===== config.mk =====
export PLATFORM = sky130hd
export DESIGN_NAME = inst_decoder
export DESIGN_NICKNAME = d
export VERILOG_FILES = /design/src/rtl/inst_decoder.sv
export SDC_FILE = /design/constraint.sdc
export NUM_CORES = 1
export LEC_CHECK = 0
export ABC_AREA = 1
export BUFFER_PORTS_ARGS = -buffer_cell sky130_fd_sc_hd__buf_2
export CAP_MARGIN = 20
export CORE_MARGIN = 2
export CORE_UTILIZATION = 43
export DETAILED_ROUTE_END_ITERATION = 7
export GPL_TIMING_DRIVEN = 1
export PLACE_DENSITY = 0.76
export SLEW_MARGIN = 20
export SYNTH_ARGS = -nofsm -noshare
export SYNTH_HDL_FRONTEND = slang
export SYNTH_SLANG_ARGS = --single-unit
export TNS_END_PERCENT = 50

===== constraint.sdc =====
create_clock -name clk_i -period 1.69 [get_ports clk_i]
set_input_delay 0.169 -clock clk_i [delete_from_list [all_inputs] [get_ports clk_i]]
set_output_delay 0.169 -clock clk_i [all_outputs]
set_load 0.01 [all_outputs]

===== src/rtl/inst_decoder.sv =====
// ---------------------------------------------------------------------------
// inst_decoder
//
// Decode/issue stage that sits directly after the fetch unit. The instruction
// word comes from synchronous memory, so it arrives one cycle after its PC.
// This block does four things:
//   - drives PC-redirect controls back to fetch (call, return, jump, hold)
//   - issues execute-class opcodes to the datapath through a 1-cycle register
//   - tracks call depth against the fetch return stack
//   - handles stall (WAIT), halt and the branch-shadow flush slot
//
// Build option:
//   DEC_COND_JMP_EN  when defined, opcode 6 (JZ) jumps if zero_flag_i=1 and is
//                    a NOP otherwise. When undefined, opcode 6 is a NOP and
//                    zero_flag_i is ignored.
//
// Ports:
//   clk_i          system clock
//   rst_i          asynchronous active-high reset
//   mcu_en_i       core enable (shared with fetch)
//   inst_in_i      instruction word, [19:16] opcode, [15:0] operand
//   zero_flag_i    datapath zero flag (JZ only)
//   call_en_o      1-cycle call request, target on call_const_o
//   return_en_o    1-cycle return request
//   jmp_en_o       1-cycle jump request, target on jmp_const_o
//   pc_hold_o      freeze fetch PC
//   exe_valid_o    registered issue strobe, with exe_op_o / exe_operand_o
//   depth_o        current call depth, 0..STACK_DEPTH
//   halted_o       core halted
//   stack_err_o    sticky call/return depth error
//
// States:
//   state | meaning
//   IDLE  | core disabled, all outputs low
//   FLUSH | start-up or branch-shadow slot, instruction word ignored
//   RUN   | decode instruction word
//   WAIT  | stalled on WAIT, counting down
//   HALT  | halted until mcu_en_i drops
// ---------------------------------------------------------------------------
module inst_decoder #(
    parameter int STACK_DEPTH = 3,
    parameter int WAIT_W      = 8
) (
    input  logic        clk_i,
    input  logic        rst_i,
    input  logic        mcu_en_i,
    input  logic [19:0] inst_in_i,
    input  logic        zero_flag_i,
    output logic        call_en_o,
    output logic [15:0] call_const_o,
    output logic        return_en_o,
    output logic        jmp_en_o,
    output logic [15:0] jmp_const_o,
    output logic        pc_hold_o,
    output logic        exe_valid_o,
    output logic [3:0]  exe_op_o,
    output logic [15:0] exe_operand_o,
    output logic [1:0]  depth_o,
    output logic        halted_o,
    output logic        stack_err_o
);

    typedef enum logic [2:0] {
        ST_IDLE  = 3'd0,
        ST_FLUSH = 3'd1,
        ST_RUN   = 3'd2,
        ST_WAIT  = 3'd3,
        ST_HALT  = 3'd4
    } state_t;

    localparam logic [3:0] OP_JMP  = 4'h1;
    localparam logic [3:0] OP_CALL = 4'h2;
    localparam logic [3:0] OP_RET  = 4'h3;
    localparam logic [3:0] OP_WAIT = 4'h4;
    localparam logic [3:0] OP_HALT = 4'h5;
`ifdef DEC_COND_JMP_EN
    localparam logic [3:0] OP_JZ   = 4'h6;
`endif

    localparam logic [1:0] DEPTH_MAX = 2'(STACK_DEPTH);

    state_t              state_q, state_d;
    logic [1:0]          depth_q, depth_d;
    logic                err_q, err_d;
    logic [WAIT_W-1:0]   cnt_q, cnt_d;
    logic                exe_valid_q, exe_valid_d;
    logic [3:0]          exe_op_q, exe_op_d;
    logic [15:0]         exe_operand_q, exe_operand_d;

    logic [3:0]          opcode;
    logic [15:0]         operand;
    logic [WAIT_W-1:0]   wait_n;

    assign opcode  = inst_in_i[19:16];
    assign operand = inst_in_i[15:0];
    assign wait_n  = operand[WAIT_W-1:0];

`ifndef DEC_COND_JMP_EN
    logic unused_zero_flag;
    assign unused_zero_flag = zero_flag_i;
`endif

    always_ff @(posedge clk_i or posedge rst_i) begin
        if (rst_i) begin
            state_q       <= ST_IDLE;
            depth_q       <= '0;
            err_q         <= 1'b0;
            cnt_q         <= '0;
            exe_valid_q   <= 1'b0;
            exe_op_q      <= '0;
            exe_operand_q <= '0;
        end else begin
            state_q       <= state_d;
            depth_q       <= depth_d;
            err_q         <= err_d;
            cnt_q         <= cnt_d;
            exe_valid_q   <= exe_valid_d;
            exe_op_q      <= exe_op_d;
            exe_operand_q <= exe_operand_d;
        end
    end

    always_comb begin
        state_d       = state_q;
        depth_d       = depth_q;
        err_d         = err_q;
        cnt_d         = cnt_q;
        exe_valid_d   = 1'b0;
        exe_op_d      = '0;
        exe_operand_d = '0;
        call_en_o     = 1'b0;
        call_const_o  = '0;
        return_en_o   = 1'b0;
        jmp_en_o      = 1'b0;
        jmp_const_o   = '0;
        pc_hold_o     = 1'b0;

        if (!mcu_en_i) begin
            // Disabling the core is the only exit from HALT and wipes all
            // tracking state; HALT keeps fetch frozen until the edge.
            state_d = ST_IDLE;
            depth_d = '0;
            err_d   = 1'b0;
            cnt_d   = '0;
            if (state_q == ST_HALT) begin
                pc_hold_o = 1'b1;
            end
        end else begin
            case (state_q)
                ST_IDLE: begin
                    // Fetch loads the start PC on this edge.
                    state_d = ST_FLUSH;
                end
                ST_FLUSH: begin
                    state_d = ST_RUN;
                end
                ST_RUN: begin
                    case (opcode)
                        OP_JMP: begin
                            jmp_en_o    = 1'b1;
                            jmp_const_o = operand;
                            state_d     = ST_FLUSH;
                        end
                        OP_CALL: begin
                            if (depth_q < DEPTH_MAX) begin
                                call_en_o    = 1'b1;
                                call_const_o = operand;
                                depth_d      = depth_q + 2'd1;
                                state_d      = ST_FLUSH;
                            end else begin
                                pc_hold_o = 1'b1;
                                err_d     = 1'b1;
                                state_d   = ST_HALT;
                            end
                        end
                        OP_RET: begin
                            if (depth_q != 2'd0) begin
                                return_en_o = 1'b1;
                                depth_d     = depth_q - 2'd1;
                                state_d     = ST_FLUSH;
                            end else begin
                                pc_hold_o = 1'b1;
                                err_d     = 1'b1;
                                state_d   = ST_HALT;
                            end
                        end
                        OP_WAIT: begin
                            // Counter holds the remaining extra hold cycles,
                            // so the next word is decoded n+1 cycles later.
                            if (wait_n != '0) begin
                                pc_hold_o = 1'b1;
                                cnt_d     = wait_n - WAIT_W'(1);
                                state_d   = ST_WAIT;
                            end
                        end
                        OP_HALT: begin
                            pc_hold_o = 1'b1;
                            state_d   = ST_HALT;
                        end
`ifdef DEC_COND_JMP_EN
                        OP_JZ: begin
                            if (zero_flag_i) begin
                                jmp_en_o    = 1'b1;
                                jmp_const_o = operand;
                                state_d     = ST_FLUSH;
                            end
                        end
`endif
                        default: begin
                            // NOP, reserved and (undefined build) JZ fall here.
                            if (opcode[3]) begin
                                exe_valid_d   = 1'b1;
                                exe_op_d      = opcode;
                                exe_operand_d = operand;
                            end
                        end
                    endcase
                end
                ST_WAIT: begin
                    if (cnt_q != '0) begin
                        pc_hold_o = 1'b1;
                        cnt_d     = cnt_q - WAIT_W'(1);
                    end else begin
                        state_d = ST_RUN;
                    end
                end
                ST_HALT: begin
                    pc_hold_o = 1'b1;
                end
                default: begin
                    state_d = ST_IDLE;
                end
            endcase
        end
    end

    assign halted_o      = (state_q == ST_HALT);
    assign stack_err_o   = err_q;
    assign depth_o       = depth_q;
    assign exe_valid_o   = exe_valid_q;
    assign exe_op_o      = exe_op_q;
    assign exe_operand_o = exe_operand_q;

endmodule

==> impl_results.md, run 1 <==
* FF-to-FF path depth at 10
* Crit path kind: flip-flop to output port
* Gpl congestion at 0.887
* Hold Crit Class: primary input to flip-flop
* Crit path max-delay cell type: dfrtp_1
* R2r setup slk at -0.06 ns
* Seq/Total Area, Yosys at 0.414
* Routed Antenna Nets at 0
* Slew margin rel. at 0.697
* Worst-Margin Slew at 0.454 ns
* CP startpoint: state_q[2]
* Max Cap Viol at 0
* Cell chain of the critical path: inv_2 -> nand3_2 -> nor2_2 -> inv_2 -> nor2_4 -> clkinvlp_4 -> nor2_1 -> buf_2
* Violated checks: negative setup slack
* Main combinational cell family by area after synthesis: simple AND/OR/NAND/NOR gates
* Crit path launch type: flip-flop
* Crit path DAT at approximately 1.6 ns
* Core ar. at 4660 um2
* Final worst-path cycle share at 1.06
* Max incr delay on CP at about 0.39 ns
* Final WL at 5770 um
* Pre-CTS setup slack at 0.0181 ns
* Chip height at 73.1 um
* Row cnt at 25
* Crit path time final at 1.79 ns
* Crit-path max FO at 8
* Filler instances at between 400 and 500
* Syn Inst Count at approximately 300
* Max Root-Sink Buffers at 2
* Critical path endpoint: call_const_o[4]
* Lkg Pwr at approximately 1.8 nW
* Mux contribution to synthesized area at 0
* Clock sink count at 34
* R2R Path End: cnt_q[5]
* CP dominant cell by count: inv_2
* IO Count at 85
* Largest net degree at the start of global routing at 20
* CTS Root Cell: clkbuf_8
* First-pass GRT wire length at 9050 um
* DR pass1 iterations at 4
* Maximum VDD drop at roughly 540 uV
* RSZ-0062 raised after global routing: yes
* Worst reg2reg path startpoint: state_q[2]
* Pwr/cell area at 776 nW/um2
* Reg clk slew, reported paths at 0.07 ns
* GRT Resource Usage Total at 0.221
* Starting Density at 0.441
* Horiz. Die Dim at 73.1 um
* Total CTS buffers at 5
* Die area at ~5300 um2
* Adder-cell area share of the yosys netlist at 0.00609
* Initial antenna violation count at 0
* TritonCTS clock tree: built
* Final Skew at between 0.005 and 0.006 ns
* Residual DRC at 0
* Crit end category: output port
* Gr ovfl total at 0
* Post-DP HPWL at 4220 um
* Final Power at roughly 2.2 mW
* Syn_nets at ~330
* WP data required at around 1.5 ns
* Clock Latency Late Sink at ~0.30 ns
* Synth Area in Simple Gates at 0.410
* Final nets at 434
* Synthesized flop and latch total at 34
* Cell area after synthesis at 2050 um2
* Count of buffers from port buffering at 83
* H-tree depth at 2
* Vias per inst at 4.82
* Slew Viols, Final at 0
* Netlist cell types at 26
* Area Overhead vs Synth at 40.8%
* Synthesis warning total at 0
* Post-synthesis xor/xnor area fraction at 0.0128
* Number of global-route vias before repair at around 2.1k
* Routed length per instance at 12.4 um
* Initial drt markers at approximately 120
* Worst Setup Slack, final at -0.0996 ns
* Most common cell after layout, fill and taps aside: buf_2
* F_max at 559 MHz
* Vias at approximately 2.2k
* Commonest non-fill, non-tap cells in the layout: buf_2 (83), nor2_1 (76), nand2_1 (70)
* Outcome: complete, but fails checks
* Diodes inserted at 0
* Fraction of layout cells with a size suffix above 1 at 0.400
* Syn_area_per_cell at 6.82 um2
* Final Hold Viols at 0
* Endpoints failing setup at 36
* Complex-gate fraction of the synthesized area at 0.0451
* Hold Path Cell Cnt at 3
synthesized netlist by cell type, drive strengths merged:
master | number | share of area
a21boi | 1 | 0.0037
a21oi | 4 | 0.0098
a31oi | 1 | 0.0030
buf | 7 | 0.029
dfrtp | 34 | 0.41
ha | 1 | 0.0061
inv | 45 | 0.082
nand2 | 85 | 0.17
nand3 | 15 | 0.043
nand3b | 2 | 0.0073
nand4 | 1 | 0.0030
nor2 | 89 | 0.18
nor3 | 2 | 0.0049
o21ai | 11 | 0.029
xor2 | 3 | 0.013
critical path: cells and delay by family (launching register included):
kind	cells	cell delay, ns
AND/OR/NAND/NOR	4	0.47
flip-flops	1	0.39
buffers and inverters	4	0.47
cell families (layout without fill, tap and decap cells):
kind of cell | count (synthesis) | in the layout
flip-flops | 34 | 34
adder cells (fa/ha/maj) | 1 | 1
AO/OA/AOI/OAI | 17 | 17
AND/OR/NAND/NOR | 194 | 194
buffers and inverters | 52 | 161
XOR/XNOR | 3 | 3
power breakdown:
part / switching, mW / total, mW / internal [mW]
clock: 0.334 / 0.773 / 0.439
sequential: 0.0548 / 0.929 / 0.874
combinational: 0.336 / 0.539 / 0.204
what timing repair did:
item,4_1_cts,5_1_grt
setup buffers,8,4
setup endpoints to repair,33,42
cloned,1,0
pin swaps,7,17
hold endpoints to repair,10,0
gates resized for setup,13,24
hold buffers,1,0
state kept, by name, summed over array words and instances, names as in the netlist:
signal and flops:
cnt_q 8, depth_o 2, exe_op_o 4, exe_operand_o 16, stack_err_o 1, state_q 3
stage by stage:
step | cell area (um2) | hold slack [ns] | cells | util | setup TNS (ns)
2_1_floorplan | 2050 | 0.275 | 301 | - | 0
3_3_place_gp | 2570 | 0.189 | 442 | 0.552 | 0
3_5_place_dp | 2570 | 0.191 | 442 | 0.552 | 0
6_report | 2890 | 0.109 | 464 | 0.620 | -1.50
4_1_cts | 2790 | 0.101 | 460 | 0.598 | -1.28
5_1_grt | 2890 | 0.123 | 464 | 0.620 | -5.11
layout make-up:
type                            count  area [um2]  share of cell area
Clock buffer                        5        68.8              0.0238
Clock inverter                      3        45.0              0.0156
Inverter                           45         171              0.0593
Multi-Input combinational cell    215        1060               0.368
Sequential cell                    34         853               0.295
Timing Repair Buffer              107         614               0.213
Tap cell                           54        67.6              0.0234
Timing Repair inverter              1        7.51             0.00260
worst min-delay path by stage:
stage               slack [ns]     endpoint           from
detailed placement        0.19  exe_op_o[2]          rst_i
finish                    0.11  exe_op_o[2]  inst_in_i[18]
global placement          0.19  exe_op_o[2]          rst_i
floorplan                 0.28  exe_op_o[2]  inst_in_i[18]
global route              0.12  exe_op_o[2]  inst_in_i[18]
CTS                       0.10  exe_op_o[2]  inst_in_i[18]
per-layer routing:
layer / up-vias / global-route usage / wire length, um
li1: 1113 / - / -
met1: 1035 / 0.249 / 2300
met2: 75 / 0.404 / 3000
met3: 13 / 0.0345 / 314
met4: 0 / 0.101 / 152
met5: - / 0 / 0
(Power assumes the default switching activity.)
==> inputs of run 2 (changes only) <==
Settings changed: ABC_AREA 1 to unset, CORE_UTILIZATION 43 to 44, PLACE_DENSITY 0.76 to 0.77.
==> run 2 against run 1 <==
  * The flow still finishes with violations (negative setup slack)
  * Non-clock buffer count rose by 29
  * Cell area rose by 9.7%
  * Clock skew rose by 0.0077 ns
  * Area after synthesis rose by 0.98%
  * Via count fell by 0.89%
  * First-iteration DRC count rose by 36%
  * Cell count fell by 13%
  * Die area fell by 1.2%
  * Synthesized cell count fell by 27%
  * Sequential power fell by 9.7%
  * Setup slack got worse by 0.24 ns
  * Worst hold slack improved by 0.0054 ns
  * Critical endpoint is now pc_hold_o
==> impl_results.md, run 2 <==
* Finished layout cell area at 3170 um2 (was 2890 um2)
* Hold Path Cell Cnt at 2 (was 3)
* Max FFs per register at 16 (unchanged)
* Number of synthesized flops with an enable pin at 0 (unchanged)
* Setup TNS at -12.65 ns (was -1.50 ns)
* Vias per inst at 5.46 (was 4.82)
* Crit path launch type: flip-flop (unchanged)
* Crit path kind: flip-flop to output port (unchanged)
* Maximum VDD drop at 368 uV (was 538 uV)
* Post-synth ARST share at 1.00 (unchanged)
* CTS Root Cell: clkbuf_8 (unchanged)
* Violated checks: negative setup slack (unchanged)
* Horiz. Die Dim at 72.6 um (was 73.1 um)
* Initial antenna violation count at 0 (unchanged)
* Synth Flop Type: dfrtp_1 (unchanged)
* Netlist cell types at 57 (was 26)
* Area Overhead vs Synth at 52.9% (was 40.8%)
* Crit path DAT at 1.86 ns (was 1.62 ns)
* Top cell type by total area after synthesis: dfrtp_1 (unchanged)
* Row cnt at 24 (was 25)
* Starting Density at 0.466 (was 0.441)
* Placed inst area at 2880 um2 (was 2570 um2)
* WP buf/inv at 2 (was 4)
* Hold Crit Class: primary input to flip-flop (unchanged)
* Final WL at 6480 um (was 5770 um)
* Syn Inst Count at 220 (was 301)
* First-pass GRT wire length at 9850 um (was 9050 um)
* Syn_nets at 245 (was 326)
* Diodes inserted at 0 (unchanged)
* Residual DRC at 0 (unchanged)
* Final worst-path cycle share at 1.20 (was 1.06)
* Syn_area_per_cell at 9.42 um2 (was 6.82 um2)
* Final Hold Viols at 0 (unchanged)
* Count of buffers from port buffering at 83 (unchanged)
* FF-to-FF path depth at 8 (was 10)
* Seq/Total Area, Yosys at 0.410 (was 0.414)
* Crit end category: output port (unchanged)
* Count leader, synth: and2_1 (was nor2_1)
* Pwr/cell area at 564 nW/um2 (was 776 nW/um2)
* Reg clk slew, reported paths at 0.07 ns (about the same)
* Vias at 2216 (was 2236)
* Slew Viols, Final at 0 (unchanged)
* IO Count at 85 (unchanged)
* Clock Latency Late Sink at 0.29 ns (was 0.30 ns)
* Max Root-Sink Buffers at 2 (unchanged)
* Cell chain of the critical path: or3b_4 -> buf_4 -> nor3_4 -> o21ai_2 -> nand3b_1 -> buf_2 (was inv_2 -> nand3_2 -> nor2_2 -> inv_2 -> nor2_4 -> clkinvlp_4 -> nor2_1 -> buf_2)
* Outcome: complete, but fails checks (unchanged)
* Synthesized flop and latch total at 34 (unchanged)
* Levels on crit path at 6 (was 8)
* Worst-Margin Slew at 0.582 ns (was 0.454 ns)
* Fraction of layout cells with a size suffix above 1 at 0.517 (was 0.400)
* Routed length per instance at 16.0 um (was 12.4 um)
* Util after Layout at 0.713 (was 0.620)
* H-tree depth at 2 (unchanged)
* Gr ovfl total at 0 (unchanged)
* Initial drt markers at 166 (was 122)
* GRT Resource Usage Total at 0.242 (was 0.221)
* Final Skew at 0.0135 ns (was 0.00580 ns)
* Most frequent cells after synthesis: and2_1 (52), dfrtp_1 (34), nand2_1 (13), o21ai_0 (13), nor2_1 (11) (was nor2_1 (84), nand2_1 (72), inv_1 (42))
* Worst Setup Slack, final at -0.335 ns (was -0.0996 ns)
* Lkg Pwr at 1.70 nW (was 1.77 nW)
* Synth top area cells: dfrtp_1 (41%), and2_1 (16%), o21ai_0 (3.1%) (was dfrtp_1 (41%), nor2_1 (15%), nand2_1 (13%))
* Max Cap Viol at 0 (unchanged)
* Endpoints failing setup at 46 (was 36)
* F_max at 494 MHz (was 559 MHz)
* Critical path's top delay family: simple AND/OR/NAND/NOR gates (was buffers and inverters)
* Gpl congestion at 0.955 (was 0.887)
* Final nets at 378 (was 434)
* Largest net degree at the start of global routing at 23 (was 20)
* Most common cell after layout, fill and taps aside: buf_2 (unchanged)
* RSZ-0062 raised after global routing: yes (unchanged)
* Sequential Area at 853 um2 (unchanged)
* Crit path time final at 2.02 ns (was 1.79 ns)
* Max incr delay on CP at 0.44 ns (was 0.39 ns)
* Post-DP HPWL at 4620 um (was 4220 um)
* Crit path max-delay cell type: dfrtp_2 (was dfrtp_1)
* Die area at 5280 um2 (was 5340 um2)
* Commonest non-fill, non-tap cells in the layout: buf_2 (82), buf_4 (48), and2_1 (47) (was buf_2 (83), nor2_1 (76), nand2_1 (70))
* Filler instances at 321 (was 416)
* Crit-path max FO at 3 (was 8)
* Core ar. at 4440 um2 (was 4660 um2)
* Clock sink count at 34 (unchanged)
* DR pass1 iterations at 4 (unchanged)
* Synthesis warning total at 0 (unchanged)
* WP data required at 1.52 ns (about the same)
* Number of global-route vias before repair at 2042 (was 2067)
* Routed Antenna Nets at 0 (unchanged)
* Cell area after synthesis at 2070 um2 (was 2050 um2)
* Area taken by multi-input logic gates at 1270 um2 (was 1060 um2)
* Slew margin rel. at 0.612 (was 0.697)
* Chip height at 72.6 um (was 73.1 um)
* Total CTS buffers at 5 (unchanged)
* Area share of the largest cell type after synthesis at 0.410 (was 0.414)
* TritonCTS clock tree: built (unchanged)
[run 2: cells by family after synthesis]
logic type               synth area share
flip-flops                          0.410
adder cells (fa/ha/maj)            0.0109
multiplexers                      0.00966
AND/OR/NAND/NOR                     0.346
buffers and inverters              0.0453
AO/OA/AOI/OAI                       0.156
XOR/XNOR                           0.0211
[run 2: per-layer routing]
layer | global-route usage | up-vias | wire, um
li1 | - | 1042 | -
met3 | 0.0497 | 15 | 484
met5 | 0 | - | 0
met2 | 0.418 | 107 | 3300
met1 | 0.295 | 1052 | 2560
met4 | 0.0947 | 0 | 129
[run 2: worst register-to-register path, delay by kind of cell (launching register included)]
kind | cells | cell delay, ns
buffers and inverters | 1 | 0.14
DFF | 1 | 0.44
muxes | 1 | 0.32
AOI/OAI and AO/OA | 3 | 0.39
and+or+nand+nor | 2 | 0.34
adders and majority gates | 1 | 0.23
[run 2: report_power, final]
part / total [mW] / switching [mW] / internal, mW
registers: 0.839 / 0.0108 / 0.828
clock network: 0.613 / 0.285 / 0.328
logic: 0.336 / 0.179 / 0.157
total: 1.79 / 0.475 / 1.31
[run 2: metrics by stage]
step / power, mW / std cells / hold slack, ns / worst slack (ns)
2_1_floorplan: 1.00 / 220 / 0.298 / -0.148
3_3_place_gp: 1.13 / 390 / 0.247 / -0.152
3_5_place_dp: 1.14 / 390 / 0.245 / -0.184
4_1_cts: 1.77 / 405 / 0.115 / -0.340
5_1_grt: 1.86 / 406 / 0.116 / -0.418
6_report: 1.79 / 406 / 0.115 / -0.335
[run 2: area by class of cell]
type,instances,area share
multi-input combinational,170,0.402
clock inverter,1,0.00158
tap,52,0.0205
clock buffer,7,0.0272
timing repair buffer,136,0.272
inverter,6,0.00710
sequential,34,0.269
[run 2: path summary, 6_finish.rpt]
check                              from          endpoint  slack, ns
setup / recovery             state_q[2]         pc_hold_o      -0.33
setup reg to reg             state_q[2]          cnt_q[4]      -0.29
hold / removal             inst_in_i[9]  exe_operand_o[9]       0.11
hold reg to reg             stack_err_o       stack_err_o       0.51
max in group asynchronous         rst_i  exe_operand_o[1]       0.68
min in group asynchronous         rst_i        depth_o[1]       0.48
[run 2: timing repair]
item | CTS | global route
hold buffers | 1 | 0
endpoints found under the setup margin | 46 | 48
hold endpoints to repair | 12 | 0
gates resized for setup | 14 | 18
setup buffers | 6 | 1
pin swaps | 6 | 2
